**src/rtl/shift_sequencer.sv**
```systemverilog
// shift_sequencer: command FIFO plus sequencer that drives an external 8-bit
// barrel shifter. Rotates and arithmetic right shifts take two passes.
module shift_sequencer #(
    parameter int unsigned DEPTH = 4
) (
    input  logic       clk,
    input  logic       rst,
    input  logic       cmd_valid,
    output logic       cmd_ready,
    input  logic [7:0] cmd_data,
    input  logic [2:0] cmd_shamt,
    input  logic       cmd_dir,
    input  logic [1:0] cmd_op,
    output logic [7:0] sh_in,
    output logic [2:0] sh_shamt,
    output logic       sh_dir,
    input  logic [7:0] sh_out,
    output logic       res_valid,
    input  logic       res_ready,
    output logic [7:0] res_data,
    output logic       busy
);

    localparam int unsigned PTR_W = (DEPTH > 1) ? $clog2(DEPTH) : 1;
    localparam int unsigned CNT_W = PTR_W + 1;

    localparam logic [1:0] OP_LOG = 2'b00;
    localparam logic [1:0] OP_ROT = 2'b01;
    localparam logic [1:0] OP_ARI = 2'b10;
    localparam logic [1:0] OP_ALT = 2'b11;

    typedef enum logic [1:0] {IDLE, P1, P2, DONE} state_t;

    typedef struct packed {
        logic [1:0] op;
        logic       dir;
        logic [2:0] shamt;
        logic [7:0] data;
    } cmd_t;

    state_t           state_q, state_d;
    logic [PTR_W-1:0] wr_ptr_q, wr_ptr_d;
    logic [PTR_W-1:0] rd_ptr_q, rd_ptr_d;
    logic [CNT_W-1:0] count_q, count_d;
    logic [7:0]       wd_q, wd_d;
    logic [2:0]       wk_q, wk_d;
    logic             wdir_q, wdir_d;
    logic [1:0]       wop_q, wop_d;
    logic [7:0]       part_q, part_d;
    logic [7:0]       sh_in_q, sh_in_d;
    logic [2:0]       sh_shamt_q, sh_shamt_d;
    logic             sh_dir_q, sh_dir_d;
    logic             res_valid_q, res_valid_d;
    logic [7:0]       res_data_q, res_data_d;

    cmd_t             mem_q [DEPTH];
    cmd_t             cmd_in_c;
    cmd_t             head_c;
    logic             full_c;
    logic             empty_c;
    logic             push_c;
    logic             pop_c;

    assign cmd_in_c  = '{op: cmd_op, dir: cmd_dir, shamt: cmd_shamt, data: cmd_data};
    assign head_c    = mem_q[rd_ptr_q];
    assign full_c    = (count_q == CNT_W'(DEPTH));
    assign empty_c   = (count_q == '0);
    assign push_c    = cmd_valid && cmd_ready;
    assign pop_c     = (state_q == IDLE) && !empty_c;

    assign cmd_ready = !full_c && !rst;
    assign busy      = (state_q != IDLE) || !empty_c;
    assign sh_in     = sh_in_q;
    assign sh_shamt  = sh_shamt_q;
    assign sh_dir    = sh_dir_q;
    assign res_valid = res_valid_q;
    assign res_data  = res_data_q;

    // FIFO storage; contents are don't-care while the count says empty
    always_ff @(posedge clk) begin
        if (push_c) begin
            mem_q[wr_ptr_q] <= cmd_in_c;
        end
    end

    // Next-state: FIFO pointers/count, sequencer FSM and shifter drive
    always_comb begin
        state_d     = state_q;
        wr_ptr_d    = wr_ptr_q;
        rd_ptr_d    = rd_ptr_q;
        count_d     = count_q;
        wd_d        = wd_q;
        wk_d        = wk_q;
        wdir_d      = wdir_q;
        wop_d       = wop_q;
        part_d      = part_q;
        sh_in_d     = 8'h00;
        sh_shamt_d  = 3'd0;
        sh_dir_d    = 1'b0;
        res_valid_d = res_valid_q;
        res_data_d  = res_data_q;

        if (push_c) begin
            wr_ptr_d = wr_ptr_q + PTR_W'(1);
        end
        if (pop_c) begin
            rd_ptr_d = rd_ptr_q + PTR_W'(1);
        end
        if (push_c && !pop_c) begin
            count_d = count_q + CNT_W'(1);
        end else if (pop_c && !push_c) begin
            count_d = count_q - CNT_W'(1);
        end

        unique case (state_q)
            IDLE: begin
                if (pop_c) begin
                    wd_d       = head_c.data;
                    wk_d       = head_c.shamt;
                    wdir_d     = head_c.dir;
                    wop_d      = (head_c.op == OP_ALT) ? OP_LOG : head_c.op;
                    sh_in_d    = head_c.data;
                    sh_shamt_d = head_c.shamt;
                    sh_dir_d   = (head_c.op == OP_ARI) ? 1'b1 : head_c.dir;
                    state_d    = P1;
                end
            end
            P1: begin
                part_d = sh_out;
                if ((wop_q == OP_LOG) || ((wop_q == OP_ROT) && (wk_q == 3'd0))) begin
                    res_data_d  = sh_out;
                    res_valid_d = 1'b1;
                    state_d     = DONE;
                end else if (wop_q == OP_ROT) begin
                    // Complementary shift fills the bits that fell off the first pass
                    sh_in_d    = wd_q;
                    sh_shamt_d = 3'(4'd8 - {1'b0, wk_q});
                    sh_dir_d   = ~wdir_q;
                    state_d    = P2;
                end else begin
                    // All-ones shifted right marks which high bits need sign fill
                    sh_in_d    = 8'hFF;
                    sh_shamt_d = wk_q;
                    sh_dir_d   = 1'b1;
                    state_d    = P2;
                end
            end
            P2: begin
                if (wop_q == OP_ROT) begin
                    res_data_d = part_q | sh_out;
                end else begin
                    res_data_d = wd_q[7] ? (part_q | ~sh_out) : part_q;
                end
                res_valid_d = 1'b1;
                state_d     = DONE;
            end
            DONE: begin
                if (res_ready) begin
                    res_valid_d = 1'b0;
                    state_d     = IDLE;
                end
            end
            default: state_d = IDLE;
        endcase
    end

    // State registers; reset aborts any in-flight command and flushes the FIFO
    always_ff @(posedge clk or posedge rst) begin
        if (rst) begin
            state_q     <= IDLE;
            wr_ptr_q    <= '0;
            rd_ptr_q    <= '0;
            count_q     <= '0;
            wd_q        <= 8'h00;
            wk_q        <= 3'd0;
            wdir_q      <= 1'b0;
            wop_q       <= OP_LOG;
            part_q      <= 8'h00;
            sh_in_q     <= 8'h00;
            sh_shamt_q  <= 3'd0;
            sh_dir_q    <= 1'b0;
            res_valid_q <= 1'b0;
            res_data_q  <= 8'h00;
        end else begin
            state_q     <= state_d;
            wr_ptr_q    <= wr_ptr_d;
            rd_ptr_q    <= rd_ptr_d;
            count_q     <= count_d;
            wd_q        <= wd_d;
            wk_q        <= wk_d;
            wdir_q      <= wdir_d;
            wop_q       <= wop_d;
            part_q      <= part_d;
            sh_in_q     <= sh_in_d;
            sh_shamt_q  <= sh_shamt_d;
            sh_dir_q    <= sh_dir_d;
            res_valid_q <= res_valid_d;
            res_data_q  <= res_data_d;
        end
    end

endmodule

```
**config.mk**
```make
export PLATFORM = sky130hd
export DESIGN_NAME = shift_sequencer
export DESIGN_NICKNAME = d
export VERILOG_FILES = /design/src/rtl/shift_sequencer.sv
export SDC_FILE = /design/constraint.sdc
export NUM_CORES = 1
export LEC_CHECK = 0
export CAP_MARGIN = 20
export CORE_MARGIN = 2
export CORE_UTILIZATION = 55
export CTS_BUF_LIST = sky130_fd_sc_hd__clkbuf_8
export DETAILED_ROUTE_END_ITERATION = 8
export PLACE_DENSITY = 0.85
export SLEW_MARGIN = 0
export SYNTH_ARGS = -nofsm -noshare
export SYNTH_HDL_FRONTEND = slang
export SYNTH_SLANG_ARGS = --single-unit
```
**constraint.sdc**
```tcl
create_clock -name clk -period 2.45 [get_ports clk]
set_input_delay 0.245 -clock clk [delete_from_list [all_inputs] [get_ports clk]]
set_output_delay 0.245 -clock clk [all_outputs]
set_load 0.1 [all_outputs]
```
## Word level (Yosys, flattened, before mapping)

Memories as Yosys holds them, arrays and structs flattened.
Cells that the tools add are included.

| cells by class | value |
|---|---|
| $add $sub $neg | 5 |
| eq/ne operators | 10 |
| multiplexer cells | 29 |
| bitwise gates (word level) | 4 |
| reduce and logical (&&, ||, !) cells | 25 |

Operators by type and width:

| operator | number |
|---|---|
| $mux W8 | 6 |
| $pmux W8 S2 | 2 |
| $or A8 B8 Y8 | 2 |
| $mux W3 | 5 |
| $mux W1 | 9 |
| $eq A2 B2 Y1 const B | 4 |
| $not A8 Y8 | 1 |
| $pmux W2 S4 | 1 |
| $logic_and A1 B1 Y1 | 6 |
| $logic_not A3 Y1 | 2 |
| $mux W2 | 3 |
| $ne A2 B2 Y1 const B | 3 |
| $pmux W3 S2 | 1 |
| $reduce_and A2 Y1 | 3 |
| $reduce_bool A2 Y1 | 3 |
| $logic_not A1 Y1 | 5 |
| $add A2 B1 Y2 const B | 2 |
| $eq A2 B1 Y1 const B | 2 |
| $logic_not A2 Y1 | 2 |
| $add A3 B1 Y3 const B | 1 |
| $eq A3 B3 Y1 const B | 1 |
| $pmux W1 S3 | 1 |
| $reduce_and A3 Y1 | 1 |
| $reduce_bool A3 Y1 | 1 |
| 5 further kinds | 6 |

| storage, ports and cells | value |
|---|---|
| register bits | 52 |
| RAM bits | 56 |
| input port bits | 26 |
| output and inout port bits | 23 |
| word-level logic and storage cells | 88 |
| memories kept | 1 |

Memories:

| name | words | bits a word | read ports | clocked after memory_dff | wr ports | line | RTL |
|---|---|---|---|---|---|---|---|
| mem_q | 4 | 14 | 1 | 0 | 1 | 56 | `cmd_t mem_q [DEPTH];` |

## Logic depth before layout (Yosys ltp)

Gate-level depths: netlist of the first run.

| logic depth | value |
|---|---|
| depth after elaboration | 8 |
| gate-level depth with buffers | 12 |
| gate-level depth less buffers | 10 |

## Least setup slack after synthesis of the first run

OpenSTA, ideal clock, no wires.

| timing | value |
|---|---|
| kind | register to register |
| from | register count_q[0] |
| to | register count_q[2] |
| library setup time | 0.079 ns |
| arrival | 3.435 ns |
| required time | 2.371 ns |
| path slack | -1.064 ns |
| stages on the path, launching flop included | 10 |
| path buffers | 0 |
| clock period less this slack | 3.514 ns |
| path through | dfrtp_1 nor2_1 a21oi_1 and2_0 ha_1 inv_1 fa_1 xor2_1 nor2_1 xor2_1 |

| between the ends | value |
|---|---|
| longest elaborated chain between the ends | 7 |
| elaborated cells on any way between the ends | 16 |
| classes of those cells | add/sub: 2; eq/ne: 1; mux: 2; reduce/logical: 11 |

RTL lines:

| what | line | RTL |
|---|---|---|
| start: declaration | 44 | `logic [CNT_W-1:0] count_q, count_d;` |
| start signal: assignment | 188 | `count_q <= count_d;` |
| $eq A3 B3 Y1 (*) | 66 | `assign full_c = (count_q == CNT_W'(DEPTH));` |
| $logic_not A1 Y1 (*) | 71 | `assign cmd_ready = !full_c && !rst;` |
| $logic_and A1 B1 Y1 (*) | 71 |  |
| net cmd_ready | 9 | `output logic cmd_ready,` |
| $logic_and A1 B1 Y1 (*) | 68 | `assign push_c = cmd_valid && cmd_ready;` |
| net push_c | 61 | `logic push_c;` |
| $logic_not A1 Y1 | 111 | `end else if (pop_c && !push_c) begin` |
| $logic_and A1 B1 Y1 | 111 |  |
| $reduce_bool A2 Y1 (no line) | n/a |  |

The timed path passes the listed nets; every way through them passes the cells marked *. The select of a mux whose other input is x is not followed.
A chain may end at the register's enable or synchronous reset.

## Worst setup path in the final report of the first run

| timing | value |
|---|---|
| from | register state_q[0] |
| to | register count_q[2] |

| between the ends | value |
|---|---|
| longest elaborated chain between the ends | 5 |
| elaborated cells on any way between the ends | 7 |
| classes of those cells | mux: 1; reduce/logical: 6 |

RTL lines:

| what | line | RTL |
|---|---|---|
| start: declaration | 41 | `state_t state_q, state_d;` |
| start signal: assignment | 185 | `state_q <= state_d;` |
| $logic_not A2 Y1 (*) | 69 | `assign pop_c = (state_q == IDLE) && !empty_c;` |
| $logic_and A1 B1 Y1 (*) | 69 |  |
| $logic_not A1 Y1 | 109 | `if (push_c && !pop_c) begin` |
| $logic_and A1 B1 Y1 | 109 |  |
| $mux W3 / $reduce_bool A2 Y1 (equally long branches) | n/a |  |

Mark *: on every way between the ends. The rest lies on a longest branch, timed or not.

==> metrics.txt, run 1 <==
slew margin rel. 56.9%; Final Hold Viols 0; gpl congestion 0.738; Logic pwr share 46.4%; Yosys warning count 0; Hold Crit Class in2async; Finished Layout Cells 460; die area 8890 um^2; Met1 Wirelength between 3000 and 4000 um; nets 391; # setup viols final 0; reg2reg setup slack 0.31 ns; global-route wire length before repair between 10000 and 15000 um; FP Rows 32; Overall Power 0.00711 W; height of the die 94.3 um; Initial DRT Pass Iterations 4; placed wire-length estimate a little over 5000 um; CTS root buffer clkbuf_8; I/O Buffers 48; clock skew about 0.012 ns; Clock Latency Late Sink 0.38 ns; max-slew violations 0; CTS clk-pin slew, worst paths 0.11 ns; Crit. Startpoint state_q[0]; setup_tns 0 ns; R2R Path Start state_q[0]; I/O pin count 49; VDD IR-drop max 0.544 mV; PD cells approximately 1400 nW/um^2; share of the yosys chip area belonging to registers 66.5%; vias in the first global route 2538; Reg power frac 38.8%; status finished clean; Cell Int Power 0.00402 W; Tot GR Track Use 18.3%; Vias about 2500; Post-Syn Nets 334; sw power 0.00309 W; clock buffer depth 2; Syn Area/Cell 15.1 um^2; initial antenna violation count 0; Worst Reg2Reg Path Length in Cells 10; number of flops mapped to enable cells by yosys 56; crit end category flop; placed cells ~440; met3 routed WL 306 um; Cell Area, Placed between 5000 and 6000 um^2; Max Cap Viol 0; Total Wirelength 7380 um; Area Overhead vs Synth 16.9%; RSZ-0062 raised after global routing false; Lkg Pwr 2.20 nW; WL/cell 16.0 um; fmax roughly 470 MHz; GR Overflow Total 0; Initial Util 57.4%; First DRT Iteration DRCs 212; DR WL met2 3680 um; CTS sink count 108; switching portion of total power 43.4%; fin worst setup slack 0.312 ns; diodes inserted 0; Worst Setup EP count_q[2]; startpoint class of the critical path flop; Period minus WS final 2.14 ns; Max Used Layer met4; final instance area 5240 um^2; core area 7810 um^2; CP arrival 2.45 ns; CTS tree built; fraction of layout cells with a size suffix above 1 about a quarter; number of fill cells in the layout between 500 and 600; Main synth FF type edfxtp_1; CTS buffer count 9; die width 94.3 um; fin crit share between 80% and 90%; pin count of the biggest net entering global routing 53; H-tree lvl count 3; hold buffers post-CTS 0; synthesized area between 4000 and 5000 um^2; critical path class reg2reg; Syn Inst Count between 200 and 300; worst path required time ~2.8 ns; worst-margin pin slew 0.647 ns; DRT antenna net count 0; crit-path max FO 5; vias per cell 5.43; power share of the clock group 14.8%; Unique masters post-synth 34; DP Worst Slack 0.123 ns; Async SR Flop Fraction 48.1%; worst r2r dst count_q[2]; DRC Markers 0; Yosys reg bits 108
[logic make-up (layout without fill, tap and decap cells)]
group	after synthesis	after routing	synth area share, %
buffers and inverters	32	94	3.63
AOI/OAI and AO/OA	40	40	6.00
DFF	108	108	66.5
and+or+nand+nor	63	63	6.31
xor gates and xnor gates	6	6	1.17
adders and majority gates	12	12	3.52
muxes	35	35	12.8
[critical path, stage by stage (launching register included)]
cell and delay (ns):
dfrtp_1 0.43, inv_1 0.09, ha_1 0.26, nor2b_1 0.17, inv_2 0.07, ha_1 0.17
inv_1 0.06, fa_1 0.38, xor2_1 0.17, nor2_1 0.12, xor2_1 0.15
[what timing repair did]
item,CTS,global route
setup endpoints to repair,0,1
gates resized for setup,0,1
buffers inserted,0,1
[cell type report]
| cell class | count | area [um^2] | area share (%) |
|---|---|---|---|
| tap | 102 | 128 | 2.44 |
| clock buffer | 9 | 124 | 2.36 |
| inverter | 20 | 75.1 | 1.43 |
| clock inverter | 7 | 76.3 | 1.46 |
| multi-input combinational | 156 | 1360 | 25.9 |
| timing repair buffer | 58 | 498 | 9.50 |
| sequential | 108 | 2980 | 56.9 |
[through the flow]
stage                     hold slack [ns]  utilization [%]
after global routing                0.494             67.1
after CTS                           0.449             67.0
final                               0.421             67.1
after floorplan                     0.344                -
after global placement              0.458             64.4
after detailed placement            0.464             64.4
[registers in the layout, indices dropped and copies added, names as in the netlist]
signal	cells
count_q	3
mem_q	56
part_q	8
rd_ptr_q	2
res_data	8
res_valid	1
sh_dir	1
sh_in	8
sh_shamt	3
state_q	2
wd_q	8
wdir_q	1
wk_q	3
wop_q	2
wr_ptr_q	2
[worst min-delay path by stage]
stage	from	endpoint	slack (ns)
final	rst	wr_ptr_q[0]	0.42
after global routing	rst	wr_ptr_q[0]	0.49
after CTS	rst	wr_ptr_q[0]	0.45
after detailed placement	wd_q[6]	wd_q[6]	0.46
after global placement	wd_q[5]	wd_q[5]	0.46
after floorplan	cmd_data[0]	mem_q[0][0]	0.34
[synthesized netlist by cell type, drive strengths merged, types with 3 or more instances]
| cell | count | share of area, % |
|---|---|---|
| edfxtp | 56 | 38 |
| dfrtp | 52 | 29 |
| nand2 | 38 | 3.2 |
| inv | 20 | 1.7 |
| mux2 | 19 | 4.8 |
| o21ai | 19 | 2.1 |
| mux4 | 14 | 7.6 |
| ha | 11 | 3.1 |
| buf | 10 | 1.8 |
| nor2 | 10 | 0.84 |
| a22o | 8 | 1.6 |
| a31o | 8 | 1.6 |
| and3 | 4 | 0.56 |
| xnor2 | 4 | 0.78 |
| a21oi | 3 | 0.42 |
| nor2b | 3 | 0.42 |
[cell usage in the layout (no fill, tap or decap), types with 8 or more instances in the layout]
master / count
edfxtp_1: 56
clkdlybuf4s50_1: 25
inv_1: 18
ha_1: 11
dfrtp_1: 52
nand2_1: 38
nor2_1: 10
mux2_2: 19
clkbuf_8: 9
o21ai_0: 19
a22o_1: 8
buf_4: 33
[metal layers]
metal,GRT usage (%),vias to the layer above
met3,3.37,11
met5,0,-
li1,-,1185
met4,7.97,0
met2,30.7,63
met1,23.4,1239
[power by group through the flow]
stage	clock network [W]	registers, W	logic, W
floorplan	0	0.00369	0.00172
detailed placement	0	0.00280	0.00331
finish	0.00105	0.00276	0.00330
global route	0.00116	0.00282	0.00354
global placement	0	0.00276	0.00323
CTS	0.00108	0.00276	0.00332
Note: power is estimated with default switching activity, not from simulation.
==> run 2: changes to the inputs <==
- PLACE_DENSITY: 0.85 -> 0.87
==> run 2 against run 1 <==
  * Clock power barely moved
  * Cell count did not move
  * Count of clock-buffer cells in the layout did not move
  * Combinational power barely moved
  * Setup slack improved by 0.012 ns
  * Non-clock buffer count did not move
  * Total power rose by 0.34%
  * Die area did not move
  * Largest cell class unchanged
  * Largest power group unchanged
  * Highest routed layer unchanged
==> metrics.txt, run 2 (synthesized netlist as in run 1, its figures left out) <==
status finished clean; VDD IR-drop max 0.551 mV (+1.3%); I/O pin count 49 (unchanged); vias in the first global route 2574 (+1.4%); Reg power frac 38.9% (about the same); CTS tree built; critical path class reg2reg; # setup viols final 0 (unchanged); WL/cell 17.1 um (+6.7%); FP Rows 32 (unchanged); crit-path max FO 5 (unchanged); slew margin rel. 56.2% (-0.71 points); Period minus WS final 2.13 ns (-0.0120 ns); H-tree lvl count 3 (unchanged); diodes inserted 0 (unchanged); DRT antenna net count 0 (unchanged); clock skew 0.00985 ns (-0.00222 ns); Worst path max stage delay 0.43 ns (about the same); Hold Crit Class in2async; Setup Fix Bufs, Post-CTS 0 (unchanged); DRC Markers 0 (unchanged); sw power 0.00311 W (+0.83%); startpoint class of the critical path flop; R2R Path Start state_q[0]; core area 7810 um^2 (unchanged); pin count of the biggest net entering global routing 53 (unchanged); fin crit share 86.8% (-0.49 points); Area Overhead vs Synth 16.7%; CTS clk-pin slew, worst paths 0.11 ns (about the same); worst-margin pin slew 0.657 ns (+0.0107 ns); I/O Buffers 48 (unchanged); clock buffer depth 2 (unchanged); hold buffers post-CTS 0 (unchanged); most frequent cells in the layout edfxtp_1 (56), dfrtp_1 (52), nand2_1 (38); Tot GR Track Use 19.0% (+0.71 points); worst path required time 2.76 ns (about the same); initial antenna violation count 0 (unchanged); post-cts sizing count 0 (unchanged); Initial DRT Pass Iterations 4 (unchanged); CP arrival 2.44 ns (about the same); First DRT Iteration DRCs 179 (-16%); nets 391 (unchanged); fraction of layout cells with a size suffix above 1 24.9% (-0.28 points); die area 8890 um^2 (unchanged); vias per cell 5.50 (+1.3%); reg2reg setup slack 0.32 ns (about the same); Worst Reg2Reg Path Length in Cells 10 (unchanged); power share of the clock group 14.7% (about the same); Overall Power 0.00714 W (+0.34%); Total Wirelength 7870 um (+6.7%); Top reg by flops mem_q; global-route wire length before repair 12400 um (+1.2%); worst r2r dst count_q[2]; die width 94.3 um (unchanged); most common cell after layout, fill and taps aside edfxtp_1; Cell Int Power 0.00402 W (about the same); slowest CP cell dfrtp_1; gpl congestion 0.732 (-0.75%); CTS buffer count 9 (unchanged); Logic pwr share 46.5% (about the same); fmax 470 MHz (+0.57%); max-slew violations 0 (unchanged); switching portion of total power 43.6% (+0.21 points); placed wire-length estimate 5380 um (+5.9%); Vias 2531 (+1.3%); number of flip-flops in the largest register 56 (unchanged); Initial Util 57.4% (unchanged); GR Overflow Total 0 (unchanged); Clock Latency Late Sink 0.38 ns (about the same); PD cells 1360 nW/um^2 (+0.48%); Lkg Pwr 2.20 nW (-0.11%); worst-path cell chain inv_1 > ha_1 > nor2b_1 > inv_2 > ha_1 > inv_1 > fa_1 > xor2_1 > nor2_1 > xor2_1; Max Cap Viol 0 (unchanged); Final Hold Viols 0 (unchanged); RSZ-0062 raised after global routing false; height of the die 94.3 um (unchanged); setup_tns 0 ns (unchanged); CTS sink count 108 (unchanged); CTS root buffer clkbuf_8; crit end category flop
[run 2: cell count changes in the layout (fill, tap and decap cells not counted)]
cell	delta
nor3_1	+1
inv_8	-1
nor3_2	-1
inv_6	+1
[run 2: layout make-up]
type	count	area, um^2
Inverter	20	75.1
Timing Repair Buffer	58	498
Clock inverter	7	73.8
Multi-Input combinational cell	156	1350
Clock buffer	9	124
Sequential cell	108	2980
Tap cell	102	128
Fill cell	545	2570
[run 2: worst max-delay path by stage]
| stage | from | end | slack, ns |
|---|---|---|---|
| floorplan | count_q[0] | count_q[2] | 0.01 |
| global placement | state_q[0] | count_q[2] | 0.26 |
| detailed placement | state_q[0] | count_q[2] | 0.17 |
| CTS | state_q[0] | count_q[2] | 0.15 |
| global route | state_q[0] | count_q[2] | 0.15 |
| finish | state_q[0] | count_q[2] | 0.32 |
[run 2: critical path, delay by kind of cell (launching register included)]
| kind | cells | cell delay, ns |
|---|---|---|
| XOR/XNOR | 2 | 0.31 |
| flip-flops | 1 | 0.43 |
| buffers and inverters | 3 | 0.23 |
| AND/OR/NAND/NOR | 2 | 0.28 |
| adder cells (fa/ha/maj) | 3 | 0.79 |
[run 2: power by group through the flow]
stage               clock network (W)  logic, W  registers (W)
floorplan                           0   0.00172        0.00369
global placement                    0   0.00322        0.00277
detailed placement                  0   0.00331        0.00281
CTS                           0.00107   0.00333        0.00278
global route                  0.00114   0.00356        0.00283
finish                        0.00105   0.00332        0.00277
[run 2: layer usage]
| layer | share of wire [%] | vias to the layer above | track usage, % |
|---|---|---|---|
| li1 | - | 1185 | - |
| met1 | 40 | 1262 | 22.3 |
| met2 | 52 | 63 | 32.4 |
| met3 | 4.9 | 21 | 4.41 |
| met4 | 3.1 | 0 | 10.1 |
| met5 | 0 | - | 0 |
[run 2: through the flow]
stage / utilization, % / instances / worst slack (ns) / area [um^2] / hold slack, ns
after floorplan: - / 296 / 0.0101 / 4500 / 0.344
after global placement: 64.4 / 443 / 0.265 / 5030 / 0.458
after detailed placement: 64.4 / 443 / 0.170 / 5030 / 0.466
after CTS: 66.9 / 459 / 0.150 / 5230 / 0.446
after global routing: 67.0 / 460 / 0.147 / 5230 / 0.485
final: 67.0 / 460 / 0.324 / 5230 / 0.422
==> run 3: changes to the inputs <==
- GPL_TIMING_DRIVEN: unset -> 1
==> results of run 3 <==
Final layout, timing and power as in run 2 (identical DEF).
